--- config.mk ---
export PLATFORM = sky130hd
export DESIGN_NAME = stage_dispatch_flat
export DESIGN_NICKNAME = d
export VERILOG_FILES = /design/src/rtl/params_pkg.sv /design/src/rtl/stage_dispatch_if.sv /design/src/rtl/stage_fifo.sv /design/src/rtl/stage_dispatch.sv /design/src/flat_wrapper.sv
export SDC_FILE = /design/constraint.sdc
export NUM_CORES = 1
export LEC_CHECK = 0
export CAP_MARGIN = 20
export CORE_ASPECT_RATIO = 1.25
export CORE_MARGIN = 1
export CORE_UTILIZATION = 35
export DETAILED_ROUTE_END_ITERATION = 10
export PLACE_DENSITY = 0.5
export SKIP_CTS_REPAIR_TIMING = 1
export SKIP_LAST_GASP = 1
export SLEW_MARGIN = 20
export SYNTH_ARGS = -nofsm -noshare
export SYNTH_HDL_FRONTEND = slang
export SYNTH_SLANG_ARGS = --single-unit
export TNS_END_PERCENT = 1
--- constraint.sdc ---
create_clock -name clk -period 8.6 [get_ports clk]
set_clock_uncertainty 0.1 [all_clocks]
set_input_delay 1.29 -clock clk [delete_from_list [all_inputs] [get_ports clk]]
set_output_delay 1.29 -clock clk [all_outputs]
set_load 0.005 [all_outputs]
--- src/rtl/params_pkg.sv ---
// Parameters and entry types shared by the inter-stage handoff blocks.
// DMVM feeds softmax lanes with coef_t entries; softmax feeds aggregator lanes with aggr_t entries.
package params_pkg;

    localparam int STAGE_FIFO_DEPTH = 16;
    localparam int SOFTMAX_LANES    = 2;
    localparam int AGGR_LANES       = 2;

    typedef struct packed {
        logic [55:0] coef;
        logic [7:0]  node_cnt;
    } coef_t;

    typedef struct packed {
        logic [47:0] alpha;
        logic [15:0] node_cnt;
    } aggr_t;

    // Wraps a lane index that has run at most one lap past the lane count.
    function automatic int lane_wrap(input int idx, input int lanes);
        return (idx >= lanes) ? idx - lanes : idx;
    endfunction

endpackage

--- src/rtl/stage_dispatch_if.sv ---
// Producer/consumer bundle of the stage handoff: push side, per-lane job side and FIFO status.
interface stage_dispatch_if
    import params_pkg::*;
#(
    parameter int DATA_W    = $bits(coef_t),
    parameter int DEPTH     = STAGE_FIFO_DEPTH,
    parameter int NUM_LANES = SOFTMAX_LANES
);
    localparam int CNT_W = $clog2(DEPTH) + 1;

    logic                        wr_valid_i;
    logic [DATA_W-1:0]           wr_data_i;
    logic                        flush_i;
    logic [NUM_LANES-1:0]        lane_pre_ready_i;
    logic [NUM_LANES-1:0]        lane_valid_o;
    logic [NUM_LANES*DATA_W-1:0] lane_data_o;
    logic [CNT_W-1:0]            count_o;
    logic                        full_o;
    logic                        almost_full_o;
    logic                        overflow_o;

    modport master (
        output wr_valid_i, wr_data_i, flush_i, lane_pre_ready_i,
        input  lane_valid_o, lane_data_o, count_o, full_o, almost_full_o, overflow_o
    );

    modport slave (
        input  wr_valid_i, wr_data_i, flush_i, lane_pre_ready_i,
        output lane_valid_o, lane_data_o, count_o, full_o, almost_full_o, overflow_o
    );

endinterface

--- src/rtl/stage_fifo.sv ---
// Circular buffer between stages: no fall-through, drop-on-full with a sticky overflow flag,
// flush clears pointers/count/overflow.
module stage_fifo
    import params_pkg::*;
#(
    parameter int DATA_W   = $bits(coef_t),
    parameter int DEPTH    = STAGE_FIFO_DEPTH,
    parameter int AFULL_TH = DEPTH - 2
) (
    input  logic                     clk,
    input  logic                     rst_n,
    input  logic                     i_push,
    input  logic [DATA_W-1:0]        i_data,
    input  logic                     i_pop,
    input  logic                     i_flush,
    output logic [DATA_W-1:0]        o_data,
    output logic [$clog2(DEPTH):0]   o_count,
    output logic                     o_full,
    output logic                     o_almost_full,
    output logic                     o_overflow
);
    localparam int PW = $clog2(DEPTH);
    localparam int CW = PW + 1;

    logic [DATA_W-1:0] r_mem [DEPTH];
    logic [PW-1:0]     r_wr_ptr;
    logic [PW-1:0]     r_rd_ptr;
    logic [CW-1:0]     r_count;
    logic              r_full;
    logic              r_almost_full;
    logic              r_overflow;

    logic              w_push_ok;
    logic              w_pop_ok;
    logic [CW-1:0]     w_count_next;

    // A full FIFO still takes a push when an entry leaves in the same cycle.
    assign w_push_ok = i_push && !i_flush && (!r_full || i_pop);
    assign w_pop_ok  = i_pop && !i_flush;

    always_comb begin
        w_count_next = r_count;
        if (i_flush)
            w_count_next = '0;
        else if (w_push_ok && !w_pop_ok)
            w_count_next = r_count + 1'b1;
        else if (!w_push_ok && w_pop_ok)
            w_count_next = r_count - 1'b1;
    end

    always_ff @(posedge clk) begin
        if (!rst_n) begin
            r_wr_ptr      <= '0;
            r_rd_ptr      <= '0;
            r_count       <= '0;
            r_full        <= 1'b0;
            r_almost_full <= 1'b0;
            r_overflow    <= 1'b0;
        end else begin
            r_count       <= w_count_next;
            r_full        <= (w_count_next == CW'(DEPTH));
            r_almost_full <= (w_count_next >= CW'(AFULL_TH));
            if (i_flush) begin
                r_wr_ptr   <= '0;
                r_rd_ptr   <= '0;
                r_overflow <= 1'b0;
            end else begin
                if (w_push_ok)
                    r_wr_ptr <= r_wr_ptr + 1'b1;
                if (w_pop_ok)
                    r_rd_ptr <= r_rd_ptr + 1'b1;
                if (i_push && r_full && !w_pop_ok)
                    r_overflow <= 1'b1;
            end
        end
    end

    always_ff @(posedge clk) begin
        if (w_push_ok)
            r_mem[r_wr_ptr] <= i_data;
    end

    assign o_data        = r_mem[r_rd_ptr];
    assign o_count       = r_count;
    assign o_full        = r_full;
    assign o_almost_full = r_almost_full;
    assign o_overflow    = r_overflow;

endmodule

--- src/rtl/stage_dispatch.sv ---
// Hands buffered producer results to NUM_LANES identical consumers: per-lane credit,
// round-robin grant, one-cycle valid pulse with data held until the lane's next job.
module stage_dispatch
    import params_pkg::*;
#(
    parameter int DATA_W    = $bits(coef_t),
    parameter int DEPTH     = STAGE_FIFO_DEPTH,
    parameter int NUM_LANES = SOFTMAX_LANES,
    parameter int AFULL_TH  = DEPTH - 2
) (
    input  logic             clk,
    input  logic             rst_n,
    stage_dispatch_if.slave  bus
);
    localparam int LW = (NUM_LANES > 1) ? $clog2(NUM_LANES) : 1;

    logic [DATA_W-1:0]      w_fifo_data;
    logic [$clog2(DEPTH):0] w_count;
    logic                   w_full;
    logic                   w_almost_full;
    logic                   w_overflow;
    logic                   w_found;
    logic [LW-1:0]          w_grant;
    logic [LW-1:0]          w_scan;
    logic                   w_pop;

    logic [NUM_LANES-1:0]   r_credit;
    logic [LW-1:0]          r_rr_ptr;
    logic [NUM_LANES-1:0]   r_valid;
    logic [DATA_W-1:0]      r_data [NUM_LANES];

    stage_fifo #(
        .DATA_W   (DATA_W),
        .DEPTH    (DEPTH),
        .AFULL_TH (AFULL_TH)
    ) u_fifo (
        .clk           (clk),
        .rst_n         (rst_n),
        .i_push        (bus.wr_valid_i),
        .i_data        (bus.wr_data_i),
        .i_pop         (w_pop),
        .i_flush       (bus.flush_i),
        .o_data        (w_fifo_data),
        .o_count       (w_count),
        .o_full        (w_full),
        .o_almost_full (w_almost_full),
        .o_overflow    (w_overflow)
    );

    // First credited lane at or after the round-robin pointer.
    always_comb begin
        w_found = 1'b0;
        w_grant = '0;
        w_scan  = '0;
        for (int i = 0; i < NUM_LANES; i++) begin
            w_scan = LW'(lane_wrap(int'(r_rr_ptr) + i, NUM_LANES));
            if (!w_found && r_credit[w_scan]) begin
                w_found = 1'b1;
                w_grant = w_scan;
            end
        end
    end

    assign w_pop = w_found && (w_count != '0) && !bus.flush_i;

    // Dispatch wins over a same-cycle pre_ready, so the granted lane ends without credit.
    always_ff @(posedge clk) begin
        if (!rst_n) begin
            r_credit <= '1;
            r_rr_ptr <= '0;
            r_valid  <= '0;
            for (int k = 0; k < NUM_LANES; k++)
                r_data[k] <= '0;
        end else begin
            for (int k = 0; k < NUM_LANES; k++) begin
                r_valid[k] <= w_pop && (w_grant == LW'(k));
                if (w_pop && (w_grant == LW'(k))) begin
                    r_credit[k] <= 1'b0;
                    r_data[k]   <= w_fifo_data;
                end else if (bus.lane_pre_ready_i[k]) begin
                    r_credit[k] <= 1'b1;
                end
            end
            if (w_pop)
                r_rr_ptr <= LW'(lane_wrap(int'(w_grant) + 1, NUM_LANES));
        end
    end

    generate
        for (genvar gi = 0; gi < NUM_LANES; gi++) begin : g_lane_out
            assign bus.lane_data_o[gi*DATA_W +: DATA_W] = r_data[gi];
        end
    endgenerate

    assign bus.lane_valid_o  = r_valid;
    assign bus.count_o       = w_count;
    assign bus.full_o        = w_full;
    assign bus.almost_full_o = w_almost_full;
    assign bus.overflow_o    = w_overflow;

endmodule

--- src/flat_wrapper.sv ---
// flat-port wrapper written by rule: the top's interface ports become plain ports
module stage_dispatch_flat import params_pkg::*;
#(
    parameter int DATA_W    = $bits(coef_t),
    parameter int DEPTH     = STAGE_FIFO_DEPTH,
    parameter int NUM_LANES = SOFTMAX_LANES,
    parameter int AFULL_TH  = DEPTH - 2
)
  (clk, rst_n, bus_wr_valid_i, bus_wr_data_i, bus_flush_i, bus_lane_pre_ready_i, bus_lane_valid_o, bus_lane_data_o, bus_count_o, bus_full_o, bus_almost_full_o, bus_overflow_o);
  stage_dispatch_if #(.DATA_W(DATA_W), .DEPTH(DEPTH), .NUM_LANES(NUM_LANES)) bus_i ();
  input  logic clk;
  input  logic rst_n;
  input wire logic [$bits(bus_i.wr_valid_i)-1:0] bus_wr_valid_i;
  input wire logic [$bits(bus_i.wr_data_i)-1:0] bus_wr_data_i;
  input wire logic [$bits(bus_i.flush_i)-1:0] bus_flush_i;
  input wire logic [$bits(bus_i.lane_pre_ready_i)-1:0] bus_lane_pre_ready_i;
  output wire logic [$bits(bus_i.lane_valid_o)-1:0] bus_lane_valid_o;
  output wire logic [$bits(bus_i.lane_data_o)-1:0] bus_lane_data_o;
  output wire logic [$bits(bus_i.count_o)-1:0] bus_count_o;
  output wire logic [$bits(bus_i.full_o)-1:0] bus_full_o;
  output wire logic [$bits(bus_i.almost_full_o)-1:0] bus_almost_full_o;
  output wire logic [$bits(bus_i.overflow_o)-1:0] bus_overflow_o;
  assign bus_i.wr_valid_i = bus_wr_valid_i;
  assign bus_i.wr_data_i = bus_wr_data_i;
  assign bus_i.flush_i = bus_flush_i;
  assign bus_i.lane_pre_ready_i = bus_lane_pre_ready_i;
  assign bus_lane_valid_o = bus_i.lane_valid_o;
  assign bus_lane_data_o = bus_i.lane_data_o;
  assign bus_count_o = bus_i.count_o;
  assign bus_full_o = bus_i.full_o;
  assign bus_almost_full_o = bus_i.almost_full_o;
  assign bus_overflow_o = bus_i.overflow_o;
  stage_dispatch #(.DATA_W(DATA_W), .DEPTH(DEPTH), .NUM_LANES(NUM_LANES), .AFULL_TH(AFULL_TH)) u_core (.clk(clk), .rst_n(rst_n), .bus(bus_i));
endmodule
==> flow_metrics.tcl, run 1 <==
set metrics [dict create \
    synth_mux_area_share_pct 16.5 \
    die_x_um 319 \
    synth_top_family_by_area "multiplexers" \
    finalSetupViolCount 0 \
    cp.required_ns 8.83 \
    hpwl_mm 53.2 \
    slew_headroom_pct 31.8 \
    path_clk_slew_ns 0.06 \
    drt_iter0_drc 1399 \
    core_area_mm2 0.125 \
    routed_wl_mm 97.6 \
    via_per_inst 5.10 \
    vias 19100 \
    cts_root_buffer "clkbuf_16" \
    layout_min_cycle_time_ns 4.81 \
    top_layer "met5" \
    yosysUniqueCellTypes 38 \
    synth.area.top_cells "edfxtp_1, mux4_2, dfxtp_1, and3_1, buf_6" \
    wl_per_cell_um 26.1 \
    avgSynthCellArea_um2 24.9 \
    p_per_area_mw_per_mm2 223 \
    dieArea_mm2 0.127 \
    synth_top_area_share_pct 78.7 \
    yosys-top-cells-count "edfxtp_1, mux4_2, and3_1" \
    synthArstFlopShare_pct 0 \
    ant_nets 0 \
    r2r_slack_ns 4.33 \
    antenna_found_initial 9 \
    synthToLayoutAreaGrowth_pct 17.2 \
    initial_core_util_pct 35.2 \
    netlist_area_mm2 0.0440 \
    endpoint_kind "register" \
    drc 0 \
    portBuffers 207 \
    synth-main-ff-cell "edfxtp_1" \
    ys_ff_latch 1177 \
    rsz0062_at_grt "false" \
    ir_drop_v 0.000148 \
    hold-worst-slack_ns 0.370 \
    post-route-period-util_pct 56.0 \
    status "finished, final reports clean" \
    critPathArrivalTime_ns 5.04 \
    p_leak_nw 15.8 \
    place_congestion 0.714 \
    ys_warn_count 0 \
    drv_cap 0 \
    tns_ns 0 \
    grt-ovfl-total 0 \
    synth_most_common_cell "edfxtp_1" \
    synth_fa_ha_area_share_pct 0.199 \
    hp-class "register to register" \
    grt_first_pass_wirelength_mm 145 \
    cts_buffers 115 \
    worst-path-max-fanout 48 \
    fin_nets 2108 \
    hold_viol_final 0 \
    synth_edf_count 1152 \
    placed_cells 3531 \
    ys_seq_area_share_pct 79.8 \
    htreeDepth 3 \
    cts_tree "done" \
    crit_type "input port to register" \
    die_h_um 398 \
    hold_path_depth 2 \
    slew_viol_final 0 \
    fin_cells 3742 \
    cts.sinks 1177 \
    reg2reg_depth 8 \
    clockBufferDepth 3 \
    rows 145 \
    dr_wl_met3_mm 3.92 \
    yosys.area.top_type "edfxtp_1" \
    wl_met1_mm 40.0 \
    synth_compound_area_share_pct 0.279 \
    drive_above_1_share_pct 24.7 \
    synthXorXnorAreaFrac_pct 0.199 \
    p_total_w 0.0115 \
    max_freq_mhz 208 \
    pin_count 208 \
    firstDrtPassIters 7 \
    dr_wl_met2_mm 52.0 \
    start_kind "input port" \
    grt_pass1_vias 21200 \
    worst_slew_pin_slew_ns 1.02 \
    grt_use_total_pct 15.6 \
    fillers 10800 \
    synth_simple_gate_area_share_pct 1.67 \
    grt_max_degree 140 \
    synthCells 1763 \
    insertion_delay_ns 0.71 \
    syn_nets 1840 \
]
[state kept, by name (all words and copies together), names as in the netlist, 2 cells and up, named ones only]
signal and count:
u_core.u_fifo.r_wr_ptr 4, u_core.r_credit 2, u_core.u_fifo.r_mem 1024, u_core.bus.lane_valid_o 2
u_core.u_fifo.o_count 5, u_core.r_data 128, u_core.u_fifo.r_rd_ptr 4
[layout make-up]
cell class | count | area (um^2) | share of cell area (%)
Antenna cell | 1 | 2.50 | 0.00486
Clock buffer | 152 | 3090 | 5.99
Clock inverter | 58 | 455 | 0.884
Inverter | 6 | 22.5 | 0.0437
Multi-Input combinational cell | 490 | 8430 | 16.4
Sequential cell | 1177 | 35100 | 68.1
Tap cell | 1617 | 2020 | 3.93
Timing Repair Buffer | 241 | 2400 | 4.65
[metrics by stage]
step	cell area (um^2)	utilization, %	setup WS (ns)
floorplan	44000	-	1.24
global placement	47900	38.4	3.02
detailed placement	48000	38.4	2.96
CTS	51500	41.3	3.72
global route	51500	41.3	3.60
finish	51500	41.3	3.79
[report_power, final]
part	switching (W)	internal [W]	total, W
logic	0.000201	0.000172	0.000373
clock network	0.00207	0.00269	0.00476
registers	0.0000210	0.00636	0.00638
total	0.00229	0.00922	0.0115
[cell usage in the layout (no fill, tap or decap), types with 2 or more instances in the layout]
| cell type | Yosys | layout |
|---|---|---|
| dfxtp_4 | 0 | 4 |
| dfxtp_1 | 25 | 21 |
| clkinvlp_4 | 0 | 2 |
| bufinv_16 | 0 | 6 |
| inv_1 | 6 | 6 |
| buf_4 | 0 | 27 |
| mux4_1 | 9 | 9 |
| clkinv_2 | 0 | 15 |
| o21ai_0 | 6 | 5 |
| clkbuf_1 | 41 | 31 |
| clkbuf_16 | 0 | 116 |
| nand2b_1 | 5 | 5 |
| clkbuf_8 | 0 | 5 |
| inv_6 | 0 | 4 |
| nor2_1 | 30 | 17 |
| edfxtp_1 | 1152 | 1152 |
| a21oi_1 | 3 | 3 |
| xnor2_1 | 5 | 5 |
| buf_6 | 27 | 4 |
| nor2b_1 | 2 | 2 |
| xor2_1 | 5 | 5 |
| buf_12 | 1 | 3 |
| nand4_1 | 4 | 4 |
| and3_1 | 65 | 65 |
| nor2_4 | 0 | 13 |
| mux4_2 | 311 | 311 |
| ha_1 | 7 | 7 |
| clkdlybuf4s50_1 | 0 | 206 |
| nand2_1 | 14 | 13 |
| clkinv_1 | 0 | 28 |
| and2_1 | 3 | 3 |
| a21o_1 | 2 | 2 |
| nor3_2 | 0 | 4 |
[worst max-delay path: stages]
cell and delay [ns]:
clkdlybuf4s50_1 0.54, o21bai_1 0.33, or2_1 0.43, a21oi_2 0.47, nand2_1 0.35, nor2_4 0.66, buf_4 0.87
[worst paths after layout]
path | from | to
setup reg to reg | u_core.u_fifo.o_count[1] | u_core.u_fifo.r_mem[15][35]
setup / recovery | bus_flush_i | u_core.u_fifo.r_mem[15][35]
hold / removal | u_core.r_rr_ptr | u_core.r_rr_ptr
hold reg to reg | u_core.r_rr_ptr | u_core.r_rr_ptr
[kinds of logic after synthesis]
group	count (synthesis)
compound gates	18
xor+xnor	10
fa+ha+maj	7
buf+inv	96
flops	1177
mux	322
simple gates	133
[metal layers]
layer	GRT usage, %	up-vias
li1	-	8115
met3	2.83	123
met4	3.67	8
met1	19.5	10400
met5	0	-
met2	27.9	398
Power figures use the tool's default switching activity.
==> inputs of run 2 (changes only) <==
- PLACE_DENSITY: 0.5 -> 0.52
- clock period: 8.6 -> 4.3 ns (I/O delays scaled with it)
==> flow_metrics.tcl, run 2 (synthesis results as in run 1) <==
set metrics [dict create \
    drc 0 \
    synthToLayoutAreaGrowth_pct 19.4 \
    worst-path-max-fanout 31 \
    cts_buffers 114 \
    top_register "u_core.u_fifo.r_mem" \
    start_kind "register" \
    portBuffers 207 \
    clockBufferDepth 3 \
    ant_nets 0 \
    p_per_area_mw_per_mm2 452 \
    worst_slew_pin_slew_ns 0.863 \
    crit_type "register to register" \
    max_freq_mhz 305 \
    critPathArrivalTime_ns 3.54 \
    mostFrequentLayoutCells "edfxtp_1, mux4_2, clkdlybuf4s50_1" \
    largest_reg_flops 1024 \
    dieArea_mm2 0.127 \
    fin_util_pct 42.0 \
    initial_core_util_pct 35.2 \
    grt-ovfl-total 0 \
    cts_root_buffer "clkbuf_16" \
    multi_input_area_mm2 0.00845 \
    antenna_found_initial 6 \
    ir_drop_v 0.000315 \
    firstDrtPassIters 4 \
    tns_ns 0 \
    drv_cap 0 \
    status "finished, final reports clean" \
    slew_headroom_pct 42.5 \
    finalSetupViolCount 0 \
    endpoint_kind "register" \
    htreeDepth 3 \
    drt_iter0_drc 1465 \
    die_h_um 398 \
    rows 145 \
    path_clk_slew_ns 0.06 \
    cts.sinks 1177 \
    insertion_delay_ns 0.74 \
    core_area_mm2 0.125 \
    layout_min_cycle_time_ns 3.28 \
    pin_count 208 \
    fin_nets 2137 \
    grt_first_pass_wirelength_mm 145 \
    wl_per_cell_um 26.3 \
    vias 19100 \
    p_leak_nw 16.1 \
    grt_use_total_pct 15.8 \
    routed_wl_mm 99.4 \
    place_congestion 0.733 \
    hp-class "input port to register" \
    hold_viol_final 0 \
    cts_tree "done" \
    cp.required_ns 4.56 \
    via_per_inst 5.05 \
    fillers 10600 \
    layout_commonest_cell "edfxtp_1" \
    drive_above_1_share_pct 26.8 \
    post-route-period-util_pct 76.3 \
    die_x_um 319 \
    regArea_mm2 0.0351 \
    rsz0062_at_grt "false" \
    hpwl_mm 59.1 \
    grt_max_degree 75 \
    grt_pass1_vias 20700 \
    slew_viol_final 0 \
]
==> run 2: path summary, 6_finish.rpt <==
| path | start | end | slack [ns] | cells past startpoint |
|---|---|---|---|---|
| worst max-delay path | u_core.u_fifo.o_count[0] | u_core.u_fifo.r_mem[15][25] | 1.02 | 8 |
| worst min-delay path | rst_n | u_core.r_credit[0] | 0.36 | 2 |
| worst max register to register | u_core.u_fifo.o_count[0] | u_core.u_fifo.r_mem[15][25] | 1.02 | 8 |
| worst min register to register | u_core.r_rr_ptr | u_core.r_rr_ptr | 0.39 | 2 |
==> run 2: power breakdown <==
group          total [W]  internal (W)  switching (W)
Combinational   0.000785      0.000356       0.000429
Clock             0.0102       0.00584        0.00434
Sequential        0.0127        0.0127      0.0000373
Total             0.0237        0.0189        0.00480
==> run 2: per-layer routing <==
metal	GRT usage [%]	routed length, um	share of wire (%)	up-vias
li1	-	-	-	8186
met1	19.6	40400	41	10300
met2	28.4	53100	53	419
met3	2.56	3950	4.0	130
met4	4.47	1920	1.9	6
met5	0	40	0.040	-
==> run 2: final cells by class <==
class	instances	area share, %
Tap cell	1617	3.85
Antenna cell	1	0.00477
Clock inverter	77	1.63
Timing Repair Buffer	271	5.76
Inverter	6	0.0429
Clock buffer	138	5.70
Multi-Input combinational cell	490	16.1
Sequential cell	1177	66.9
==> run 2: stage by stage <==
step           total power (W)  setup WS (ns)  hold WS, ns  cells  area [um^2]
6_report                0.0237           1.02        0.358   3777        52500
5_1_grt                 0.0245          0.801        0.408   3776        52500
4_1_cts                 0.0240          0.944        0.330   3776        52500
3_5_place_dp            0.0138          0.366        0.367   3561        48600
3_3_place_gp            0.0138          0.360        0.369   3561        48600
2_1_floorplan           0.0133         -0.697        0.335   1763        44000
==> run 2: critical path, cell delays in order (launching register included) <==
cell     delay, ns
dfxtp_1       0.45
inv_1         0.08
ha_1          0.21
nor4b_2       0.20
or2_1         0.28
a21oi_2       0.43
nand2_1       0.42
nor2_4        0.23
buf_4         0.49
==> inputs of run 3 (changes only) <==
- PLACE_DENSITY: 0.52 -> 0.5
- clock period: 4.3 -> 3.3 ns (I/O delays scaled with it)
==> flow_metrics.tcl, run 3 (synthesis results as in run 1) <==
set metrics [dict create \
    start_kind "register" \
    cp.required_ns 3.53 \
    core_area_mm2 0.125 \
    pin_count 208 \
    routed_wl_mm 104 \
    die_x_um 319 \
    htreeDepth 3 \
    grt_first_pass_wirelength_mm 150 \
    final_area_mm2 0.0528 \
    hpwl_mm 63.7 \
    place_congestion 0.776 \
    cts_buffers 114 \
    path_clk_slew_ns 0.06 \
    worst_slew_pin_slew_ns 0.851 \
    drt_iter0_drc 1562 \
    worst-path-max-fanout 64 \
    ant_nets 0 \
    status "finished, violations left" \
    endpoint_kind "register" \
    clockBufferDepth 3 \
    slew_viol_final 0 \
    top_register "u_core.u_fifo.r_mem" \
    cts.sinks 1177 \
    fin_util_pct 42.3 \
    hp-class "input port to register" \
    crit_type "register to register" \
    grt_use_total_pct 16.4 \
    initial_core_util_pct 35.2 \
    firstDrtPassIters 10 \
    drc 4 \
    mostFrequentLayoutCells "edfxtp_1, mux4_2, clkdlybuf4s50_1" \
    layout_commonest_cell "edfxtp_1" \
    largest_reg_flops 1024 \
    grt_pass1_vias 20700 \
    slew_headroom_pct 43.1 \
    wl_per_cell_um 27.4 \
    p_leak_nw 16.3 \
    critPathArrivalTime_ns 3.15 \
    drv_cap 0 \
    portBuffers 207 \
    cts_root_buffer "clkbuf_16" \
    dieArea_mm2 0.127 \
    insertion_delay_ns 0.73 \
    ir_drop_v 0.000537 \
    rsz0062_at_grt "false" \
    rows 145 \
    vias 19500 \
    dpl_cell_area_mm2 0.0488 \
    layout_min_cycle_time_ns 2.92 \
    grt_max_degree 72 \
    max_freq_mhz 342 \
    hold_viol_final 0 \
    antenna_found_initial 8 \
    p_per_area_mw_per_mm2 595 \
    via_per_inst 5.14 \
    cts_tree "done" \
    finalSetupViolCount 0 \
    grt-ovfl-total 0 \
    drive_above_1_share_pct 27.3 \
    violations "design-rule violations" \
    post-route-period-util_pct 88.5 \
    synthToLayoutAreaGrowth_pct 20.0 \
    fin_nets 2144 \
    die_h_um 398 \
]
==> run 3: cell type report <==
type | count | area [um^2]
clock buffer | 133 | 2990
multi-input combinational | 490 | 8500
inverter | 6 | 22.5
timing repair buffer | 278 | 3100
sequential | 1177 | 35100
clock inverter | 82 | 1010
tap | 1617 | 2020
antenna | 1 | 2.50
fill | 10600 | 72100
==> run 3: metrics by stage <==
step           setup slack (ns)  hold slack [ns]  std cells  total power, W  setup TNS, ns
2_1_floorplan            -0.405            0.335       1763          0.0173        -301.97
3_5_place_dp             -0.130            0.361       3568          0.0180          -6.54
3_3_place_gp             -0.156            0.352       3568          0.0180          -6.57
4_1_cts                   0.305         -0.00636       3783          0.0318              0
5_1_grt                   0.208           0.0318       3783          0.0324              0
6_report                  0.378           0.0326       3784          0.0314              0
==> run 3: power by group <==
group          internal [W]  switching [W]
sequential           0.0166      0.0000449
clock               0.00812        0.00561
combinational      0.000469       0.000591
total                0.0252        0.00625
==> run 3: critical path: stages (launching register included) <==
cell     delay, ns
dfxtp_2       0.38
inv_2         0.07
ha_4          0.16
nor4b_4       0.15
or2_1         0.28
a21oi_4       0.33
nand2_1       0.33
nor3_4        0.24
buf_12        0.44
==> run 3: layer usage <==
metal	global-route usage, %	part of all wire (%)
met3	2.70	4.4
met5	0	0.026
met4	5.30	2.5
met1	20.6	40
met2	28.9	53
==> run 3: final timing paths <==
path	startpoint	endpoint	slack [ns]	depth (start not counted)
worst min-delay path	rst_n	u_core.r_credit[1]	0.03	2
worst max-delay path	u_core.u_fifo.o_count[1]	u_core.u_fifo.r_mem[0][38]	0.38	8
worst max register to register	u_core.u_fifo.o_count[1]	u_core.u_fifo.r_mem[0][38]	0.38	8
worst min register to register	u_core.r_rr_ptr	u_core.r_rr_ptr	0.38	2
